### config.mk
export PLATFORM = sky130hd
export DESIGN_NAME = conv_window_addr_gen_flat
export DESIGN_NICKNAME = d
export VERILOG_FILES = /design/src/rtl/conv_window_addr_gen_if.sv /design/src/rtl/conv_window_addr_gen.sv /design/src/flat_wrapper.sv
export SDC_FILE = /design/constraint.sdc
export NUM_CORES = 1
export LEC_CHECK = 0
export ABC_AREA = 1
export CAP_MARGIN = 25
export CORE_MARGIN = 2
export CORE_UTILIZATION = 50
export CTS_CLUSTER_SIZE = 40
export DETAILED_ROUTE_END_ITERATION = 8
export HOLD_SLACK_MARGIN = 0.03
export PLACE_DENSITY = 0.9
export SYNTH_ARGS = -nofsm -noshare
export SYNTH_HDL_FRONTEND = slang
export SYNTH_SLANG_ARGS = --single-unit
### constraint.sdc
create_clock -name clk -period 2.6 [get_ports clk]
set_clock_uncertainty 0.1 [all_clocks]
set_input_delay 0.39 -clock clk [delete_from_list [all_inputs] [get_ports clk]]
set_output_delay 0.39 -clock clk [all_outputs]
set_load 0.01 [all_outputs]
### src/rtl/conv_window_addr_gen_if.sv
// Bundle between the layer controller and the sliding-window address generator.
// The controller (master) issues write/advance requests; the generator (slave)
// returns the write pointer, tap addresses and occupancy status.
interface conv_window_addr_gen_if #(
  parameter int ADDR_W = 4,
  parameter int TAPS   = 3,
  parameter int CNT_W  = 16
) ();
  logic                     write_en;
  logic                     read_en;
  logic [ADDR_W-1:0]        write_addr;
  logic [TAPS*ADDR_W-1:0]   read_addr;
  logic                     window_valid;
  logic                     full;
  logic [ADDR_W:0]          occupancy;
  logic [CNT_W-1:0]         win_count;

  modport master (
    output write_en, read_en,
    input  write_addr, read_addr, window_valid, full, occupancy, win_count
  );

  modport slave (
    input  write_en, read_en,
    output write_addr, read_addr, window_valid, full, occupancy, win_count
  );
endinterface

### src/rtl/conv_window_addr_gen.sv
// Sliding-window address generator over a circular register file.
// Produces one write pointer and TAPS read addresses (base + i) mod DEPTH,
// tracks unretired samples, and moves the window by STRIDE on each advance.
// Every output is a flop; next values are formed combinationally so the
// flags and taps land on the same edge as the counters they describe.
module conv_window_addr_gen #(
  parameter int ADDR_W = 4,
  parameter int DEPTH  = 16,
  parameter int TAPS   = 3,
  parameter int STRIDE = 1,
  parameter int CNT_W  = 16
) (
  input  logic clk,
  input  logic rst_n,
  input  logic clear,
  conv_window_addr_gen_if.slave bus
);

  localparam logic [ADDR_W:0] DEPTH_V  = (ADDR_W+1)'(DEPTH);
  localparam logic [ADDR_W:0] TAPS_V   = (ADDR_W+1)'(TAPS);
  localparam logic [ADDR_W:0] STRIDE_V = (ADDR_W+1)'(STRIDE);
  localparam logic [ADDR_W:0] ONE_V    = (ADDR_W+1)'(1);

  // Modular add: a < DEPTH and inc <= DEPTH, so one conditional subtract suffices.
  function automatic logic [ADDR_W-1:0] wrapAdd(input logic [ADDR_W-1:0] a,
                                                input logic [ADDR_W:0]   inc);
    logic [ADDR_W:0] sum;
    sum = {1'b0, a} + inc;
    if (sum >= DEPTH_V) begin
      sum = sum - DEPTH_V;
    end else begin
      sum = sum;
    end
    return sum[ADDR_W-1:0];
  endfunction

  // Tap vector for base 0: tap i sits at address i.
  function automatic logic [TAPS*ADDR_W-1:0] initTaps();
    logic [TAPS*ADDR_W-1:0] v;
    v = {(TAPS*ADDR_W){1'b0}};
    for (int i = 0; i < TAPS; i++) begin
      v[i*ADDR_W +: ADDR_W] = ADDR_W'(i);
    end
    return v;
  endfunction

  localparam logic [TAPS*ADDR_W-1:0] TAPS_RST = initTaps();

  logic [ADDR_W-1:0]      wrPtr_r,     wrPtrNext_s;
  logic [ADDR_W-1:0]      base_r,      baseNext_s;
  logic [ADDR_W:0]        occ_r,       occNext_s;
  logic [CNT_W-1:0]       winCnt_r,    winCntNext_s;
  logic [TAPS*ADDR_W-1:0] taps_r,      tapsNext_s;
  logic                   winValid_r,  winValidNext_s;
  logic                   full_r,      fullNext_s;
  logic                   wrAcc_s;
  logic                   rdAcc_s;

  // A write is judged on the current full flag only; an advance needs a full window.
  assign wrAcc_s = bus.write_en & ~full_r;
  assign rdAcc_s = bus.read_en & winValid_r;

  // Next-state for pointers and counters; clear restarts everything.
  always_comb begin
    wrPtrNext_s  = wrPtr_r;
    baseNext_s   = base_r;
    occNext_s    = occ_r;
    winCntNext_s = winCnt_r;
    if (clear) begin
      wrPtrNext_s  = {ADDR_W{1'b0}};
      baseNext_s   = {ADDR_W{1'b0}};
      occNext_s    = {(ADDR_W+1){1'b0}};
      winCntNext_s = {CNT_W{1'b0}};
    end else begin
      if (wrAcc_s) begin
        wrPtrNext_s = wrapAdd(wrPtr_r, ONE_V);
      end else begin
        wrPtrNext_s = wrPtr_r;
      end
      if (rdAcc_s) begin
        baseNext_s   = wrapAdd(base_r, STRIDE_V);
        winCntNext_s = winCnt_r + {{(CNT_W-1){1'b0}}, 1'b1};
      end else begin
        baseNext_s   = base_r;
        winCntNext_s = winCnt_r;
      end
      // rdAcc implies occ >= TAPS >= STRIDE, wrAcc implies occ < DEPTH: no under/overflow.
      occNext_s = occ_r + (wrAcc_s ? ONE_V : {(ADDR_W+1){1'b0}})
                        - (rdAcc_s ? STRIDE_V : {(ADDR_W+1){1'b0}});
    end
  end

  // Next tap addresses and status flags, derived from the next-state values.
  always_comb begin
    tapsNext_s = taps_r;
    for (int i = 0; i < TAPS; i++) begin
      tapsNext_s[i*ADDR_W +: ADDR_W] = wrapAdd(baseNext_s, (ADDR_W+1)'(i));
    end
    winValidNext_s = (occNext_s >= TAPS_V);
    fullNext_s     = (occNext_s == DEPTH_V);
  end

  // State and output registers with asynchronous reset.
  always_ff @(posedge clk or negedge rst_n) begin
    if (!rst_n) begin
      wrPtr_r    <= {ADDR_W{1'b0}};
      base_r     <= {ADDR_W{1'b0}};
      occ_r      <= {(ADDR_W+1){1'b0}};
      winCnt_r   <= {CNT_W{1'b0}};
      taps_r     <= TAPS_RST;
      winValid_r <= 1'b0;
      full_r     <= 1'b0;
    end else begin
      wrPtr_r    <= wrPtrNext_s;
      base_r     <= baseNext_s;
      occ_r      <= occNext_s;
      winCnt_r   <= winCntNext_s;
      taps_r     <= tapsNext_s;
      winValid_r <= winValidNext_s;
      full_r     <= fullNext_s;
    end
  end

  assign bus.write_addr   = wrPtr_r;
  assign bus.read_addr    = taps_r;
  assign bus.window_valid = winValid_r;
  assign bus.full         = full_r;
  assign bus.occupancy    = occ_r;
  assign bus.win_count    = winCnt_r;

endmodule

### src/flat_wrapper.sv
// flat-port wrapper written by rule: the top's interface ports become plain ports
module conv_window_addr_gen_flat 
#(
  parameter int ADDR_W = 4,
  parameter int DEPTH  = 16,
  parameter int TAPS   = 3,
  parameter int STRIDE = 1,
  parameter int CNT_W  = 16
)
  (clk, rst_n, clear, bus_write_en, bus_read_en, bus_write_addr, bus_read_addr, bus_window_valid, bus_full, bus_occupancy, bus_win_count);
  conv_window_addr_gen_if #(.ADDR_W(ADDR_W), .TAPS(TAPS), .CNT_W(CNT_W)) bus_i ();
  input  logic clk;
  input  logic rst_n;
  input  logic clear;
  input wire logic [$bits(bus_i.write_en)-1:0] bus_write_en;
  input wire logic [$bits(bus_i.read_en)-1:0] bus_read_en;
  output wire logic [$bits(bus_i.write_addr)-1:0] bus_write_addr;
  output wire logic [$bits(bus_i.read_addr)-1:0] bus_read_addr;
  output wire logic [$bits(bus_i.window_valid)-1:0] bus_window_valid;
  output wire logic [$bits(bus_i.full)-1:0] bus_full;
  output wire logic [$bits(bus_i.occupancy)-1:0] bus_occupancy;
  output wire logic [$bits(bus_i.win_count)-1:0] bus_win_count;
  assign bus_i.write_en = bus_write_en;
  assign bus_i.read_en = bus_read_en;
  assign bus_write_addr = bus_i.write_addr;
  assign bus_read_addr = bus_i.read_addr;
  assign bus_window_valid = bus_i.window_valid;
  assign bus_full = bus_i.full;
  assign bus_occupancy = bus_i.occupancy;
  assign bus_win_count = bus_i.win_count;
  conv_window_addr_gen #(.ADDR_W(ADDR_W), .DEPTH(DEPTH), .TAPS(TAPS), .STRIDE(STRIDE), .CNT_W(CNT_W)) u_core (.clk(clk), .rst_n(rst_n), .clear(clear), .bus(bus_i));
endmodule
### After elaboration in Yosys (flattened, before gate mapping)

Index checks and enable logic that the tools add are counted.

* register bits after elaboration: 43
* logic and storage cells: 45
* RAM bits: 0
* bits in read-only memories: 0
* memories: 0
* latch bits: 0

* order comparisons: 6
* add/sub/neg operators: 12
* divide/modulo/power cells: 0
* $mul: 0
* reductions and logical operators: 2
* bitwise operators: 3
* equality and inequality tests: 1
* multiplexer cells: 14
* shift-type cells: 0

Operator list (number)
* 4-bit 2-to-1 mux: 9
* 16-bit 2-to-1 mux: 2
* 5-bit greater-or-equal comparator (second input constant): 4
* 4-bit by 1-bit subtractor with 4-bit output (second input constant): 5
* 16-bit by 1-bit adder with 16-bit output (second input constant): 1
* 4-bit by 1-bit adder with 5-bit output (second input constant): 3
* 4-bit by 2-bit adder with 5-bit output (second input constant): 1
* 5-bit adder: 1
* 5-bit equality test (second input constant): 1
* 4-bit by 5-bit greater-or-equal comparator with 1-bit output (second input constant): 1
* 5-bit by 2-bit greater-or-equal comparator with 1-bit output (second input constant): 1
* 5-bit 2-to-1 mux: 1
* 5-bit subtractor: 1
* 2-bit nonzero test: 2
* 1-bit bitwise AND: 2
* 1-bit 2-to-1 mux: 2
* 1-bit NOT: 1

### Depth between registers and ports, before layout

Gate-level depths: netlist (run 1).

* depth after elaboration: 8
* gate-level depth with buffers: 15
* depth with buffers taken out: 14

### Worst setup path before layout (run 1)

Ideal clock, no wire load.

* kind: flip-flop to flip-flop
* from: register u_core.winValid_r, in the netlist u_core.bus.window_valid
* to: register u_core.full_r, in the netlist u_core.bus.full
* data arrival time: 1.919 ns
* setup time: 0.118 ns
* setup slack: 0.464 ns
* required time: 2.382 ns
* path buffers: 1
* stages on the path, launching flop included: 15
* cell sequence: dfrtp_1 -> nand2_2 -> buf_6 -> nor2_1 -> inv_1 -> nand2_1 -> ha_1 -> inv_1 -> fa_1 -> nor2_1 -> nor2_1 -> nand2_1 -> inv_1 -> nand2_1 -> nor2_1

* cells in the longest elaborated chain, start to end: 5

Ends and longest elaborated chain
* from (decl): RTL line conv_window_addr_gen.sv:54 `logic winValid_r, winValidNext_s;`
* from (signal assigned): RTL line conv_window_addr_gen.sv:119 `winValid_r <= winValidNext_s;`
* 1-bit bitwise AND: RTL line conv_window_addr_gen.sv:61 `assign rdAcc_s = bus.read_en & winValid_r;`
* 1-bit 2-to-1 mux: RTL line conv_window_addr_gen.sv:89 `- (rdAcc_s ? STRIDE_V : {(ADDR_W+1){1'b0}});`
* 5-bit subtractor: RTL line conv_window_addr_gen.sv:89
* 5-bit 2-to-1 mux: RTL line conv_window_addr_gen.sv:69 `if (clear) begin`
* named net u_core.occNext_s[1]: RTL line conv_window_addr_gen.sv:51 `logic [ADDR_W:0] occ_r, occNext_s;`
* 5-bit equality test: RTL line conv_window_addr_gen.sv:100 `fullNext_s = (occNext_s == DEPTH_V);`
* named net u_core.fullNext_s: RTL line conv_window_addr_gen.sv:55 `logic full_r, fullNext_s;`
* to (signal assigned): RTL line conv_window_addr_gen.sv:120 `full_r <= fullNext_s;`
* to (decl): RTL line conv_window_addr_gen.sv:55

The timed path passes the listed nets, and every way through them passes these cells.
A chain may end at the register's enable or synchronous reset.

### Final worst setup path (run 1)

* from: input bus_read_en
* to: register u_core.full_r, in the netlist u_core.bus.full

* cells in the longest elaborated chain, start to end: 5

Ends and longest elaborated chain
* from (decl): RTL line flat_wrapper.sv:16 `input wire logic [$bits(bus_i.read_en)-1:0] bus_read_en;`
* 1-bit bitwise AND: RTL line conv_window_addr_gen.sv:61
* 1-bit 2-to-1 mux: RTL line conv_window_addr_gen.sv:89
* 5-bit subtractor: RTL line conv_window_addr_gen.sv:89
* 5-bit 2-to-1 mux: RTL line conv_window_addr_gen.sv:69
* named net u_core.occNext_s[1]: RTL line conv_window_addr_gen.sv:51
* 5-bit equality test: RTL line conv_window_addr_gen.sv:100
* named net u_core.fullNext_s: RTL line conv_window_addr_gen.sv:55

The timed path passes the listed nets, and every way through them passes these cells.

==> flow_summary.toml, run 1 <==
[layout]
antenna-diode-count = 0
synthToLayoutAreaGrowth_pct = 29.45
drive_above_1_share_pct = 8.081
fin_nets = 311
layout.cells.non_filler = 345
post-route-cell-area_um2 = 2541
utilization_pct = 68.38

[power_and_ir_drop]
power_frac_seq_pct = 40.1
p_leak_nw = 1.228
clkPwrFrac_pct = 22.2
p_switching_uw = 662.3
combPwrFrac_pct = 37.8
power_density_nw_per_um2 = 746.8
ir_drop_mv = 0.5864
p_int_mw = 1.235
switching_share_pct = 34.90

[clocking]
hold_buffers = 0
cts_setup_buffers = 0
htree_levels = 2
root_buffer = "clkbuf_8"
clkTransAtPathRegs_ps = 80
clk_latency_ps = 290
cts_tree = "built"
cts_inserted_buffers = 5
clockBufferDepth = 2
cts.sinks = 38
cts_resized = 0

[placed_design]
gp_congestion = 0.8286
placed_cells = 337
placed_cell_area_um2 = 2451
dp_hpwl_um = 2898
port_buffers = 43

[drt]
dr.pass1.iters = 4
drt_wl_total_um = 4058
via_per_inst = 4.994
wire_per_inst_um = 11.76
drt_iter0_markers = 92
drcViolationCount = 0
vias = 1723
postRouteAntennaNets = 0

[floorplan]
die-area_um2 = 4444
row_count = 22
die_h_um = 66.66
ios = 44
die_w_um = 66.66
core_area_um2 = 3716
start_util_pct = 52.83

[logic_synthesis]
yosysMostFrequentCell = "nand2_1"
synth_flop_cell = "dfrtp_1"
yosysSeqAreaShare_pct = 48.57
async_flop_share_pct = 100.0
synth_seq_cells = 38
synth_edf_count = 0
yosys.area.top_type = "dfrtp_1"
avgSynthCellArea_um2 = 8.013
synthDistinctLibCells = 24
synth_nets = 260
synth_common_cells = "nand2_1, nor2_1, inv_1"
netlist.area_leader.share_pct = 45.89
yosysWarnings = 0
yosys-top-cells-area = "dfrtp_1, nand2_1, nor2_1, inv_1, ha_1"
post_synth_instance_area_um2 = 1963
synth_cells = 245

[grt]
grt_pass1_wl_um = 6782
antenna_found_initial = 0
grt_max_degree = 39
grt_pass1_vias = 1574
grt.overflow.total = 0
grtUsageTotal_pct = 20.47

[sta]
setup_viol = 0
finalCritPeriodShare_pct = 90.48
rsz0062_at_grt = "no"
final.setup.tns_ps = 0
fin_crit_ps = 2352
fmax_ghz = 0.4251
worst_slew_pin_slew_ps = 946.3
slew_headroom_pct = 36.91
slew_violations = 0
hold_viol_final = 0

[setup_path]
crit_path_start = "bus_read_en"
cp_max_fo = 4
crit_end = "u_core.bus.full"
cp.required_ps = 2680
r2r-start = "u_core.bus.window_valid"
r2r-end = "u_core.bus.full"
end_kind = "flip-flop"
cp.arrival_ps = 2430
reg2reg_slack_ps = 430
path_class = "input port to flip-flop"
reg2reg_depth = 13
worstSetupStartpointType = "input port"

[hold_path]
min-delay-path-class = "input port to async pin"

[run_status]
outcome = "finished, final reports clean"

[job]
max_cap_viol_count = 0
[state kept, by name, summed over array words and instances (netlist names)]
name                     flops
u_core.base_r                3
u_core.bus.full              1
u_core.bus.occupancy         5
u_core.bus.read_addr         8
u_core.bus.win_count        16
u_core.bus.window_valid      1
u_core.bus.write_addr        4
[cell type report]
class / instances / area [um2]
multi-input cells: 164 / 824.5
inverters: 38 / 142.6
well taps: 48 / 60.06
repair buffers: 49 / 470.5
flip-flops and latches: 38 / 953.4
fillers: 296 / 1175
clock buffers: 8 / 90.09
[per-stage QoR]
step	total power [mW]	hold slack [ps]	worst slack, ps
3_3_place_gp	1.447	412.9	126.8
3_5_place_dp	1.472	434.7	38.31
4_1_cts	1.906	161.2	265.1
6_report	1.898	128.3	247.5
5_1_grt	2.029	190.5	78.50
2_1_floorplan	1.178	-5.591	463.8
[kinds of logic after synthesis]
logic type / synth area share (%)
AO/OA/AOI/OAI: 6.501
XOR/XNOR: 0.8925
adder cells (fa/ha/maj): 6.756
buffers and inverters: 9.432
flip-flops: 48.57
AND/OR/NAND/NOR: 27.85
[worst min-delay path by stage]
stage	end	slack (ps)	depth (start not counted)
detailed placement	u_core.bus.win_count[12]	430	2
floorplan	u_core.base_r[0]	-6	0
CTS	u_core.bus.win_count[8]	160	1
global placement	u_core.bus.win_count[12]	410	2
global route	u_core.bus.win_count[7]	190	1
finish	u_core.bus.win_count[6]	130	1
[metal layers]
metal  global-route usage [%]  routed length [um]  part of all wire (%)  up-vias
met5                        0                   0                     0        -
met4                    7.653                  52                   1.3        0
met3                    5.236                 189                   4.7        6
met2                    35.25                2033                    50       43
met1                    24.51                1782                    44      807
li1                         -                   -                     -      867
[layout by cell type, fill, tap and decap left out, drive strengths merged]
master         count
a211oi             2
a21oi             10
buf                6
clkbuf             9
clkdlybuf4s50     42
dfrtp             36
dfstp              2
fa                 1
ha                 9
inv               38
nand2             59
nand3             17
nand3b             1
nand4              1
nor2              46
nor3               3
o21ai             11
o21bai             1
or2                1
xnor2              2
[critical path, cell delays in order]
cell and delay (ps):
clkdlybuf4s50_1 500, nand2_2 90, nor2_1 130, inv_1 80, nand2_1 70, ha_1 180, inv_1 60, fa_1 430
nor2_1 190, nor2_1 80, nand2_1 90, inv_1 40, nand2_1 60, nor2_1 40
[power groups by stage]
stage               Clock, mW  Combinational [mW]  Sequential (mW)
floorplan                   0               0.382            0.796
global placement            0               0.681            0.766
detailed placement          0               0.703            0.769
CTS                     0.429               0.717            0.761
global route            0.457               0.802            0.770
finish                  0.420               0.717            0.761
(Power assumes the default switching activity.)
==> run 2, diff against run 1 <==
Settings changed: GPL_TIMING_DRIVEN from default to 1, SKIP_LAST_GASP from default to 1.
==> results of run 2 <==
Same layout as run 1: the final DEF is identical, and so are final timing and power.
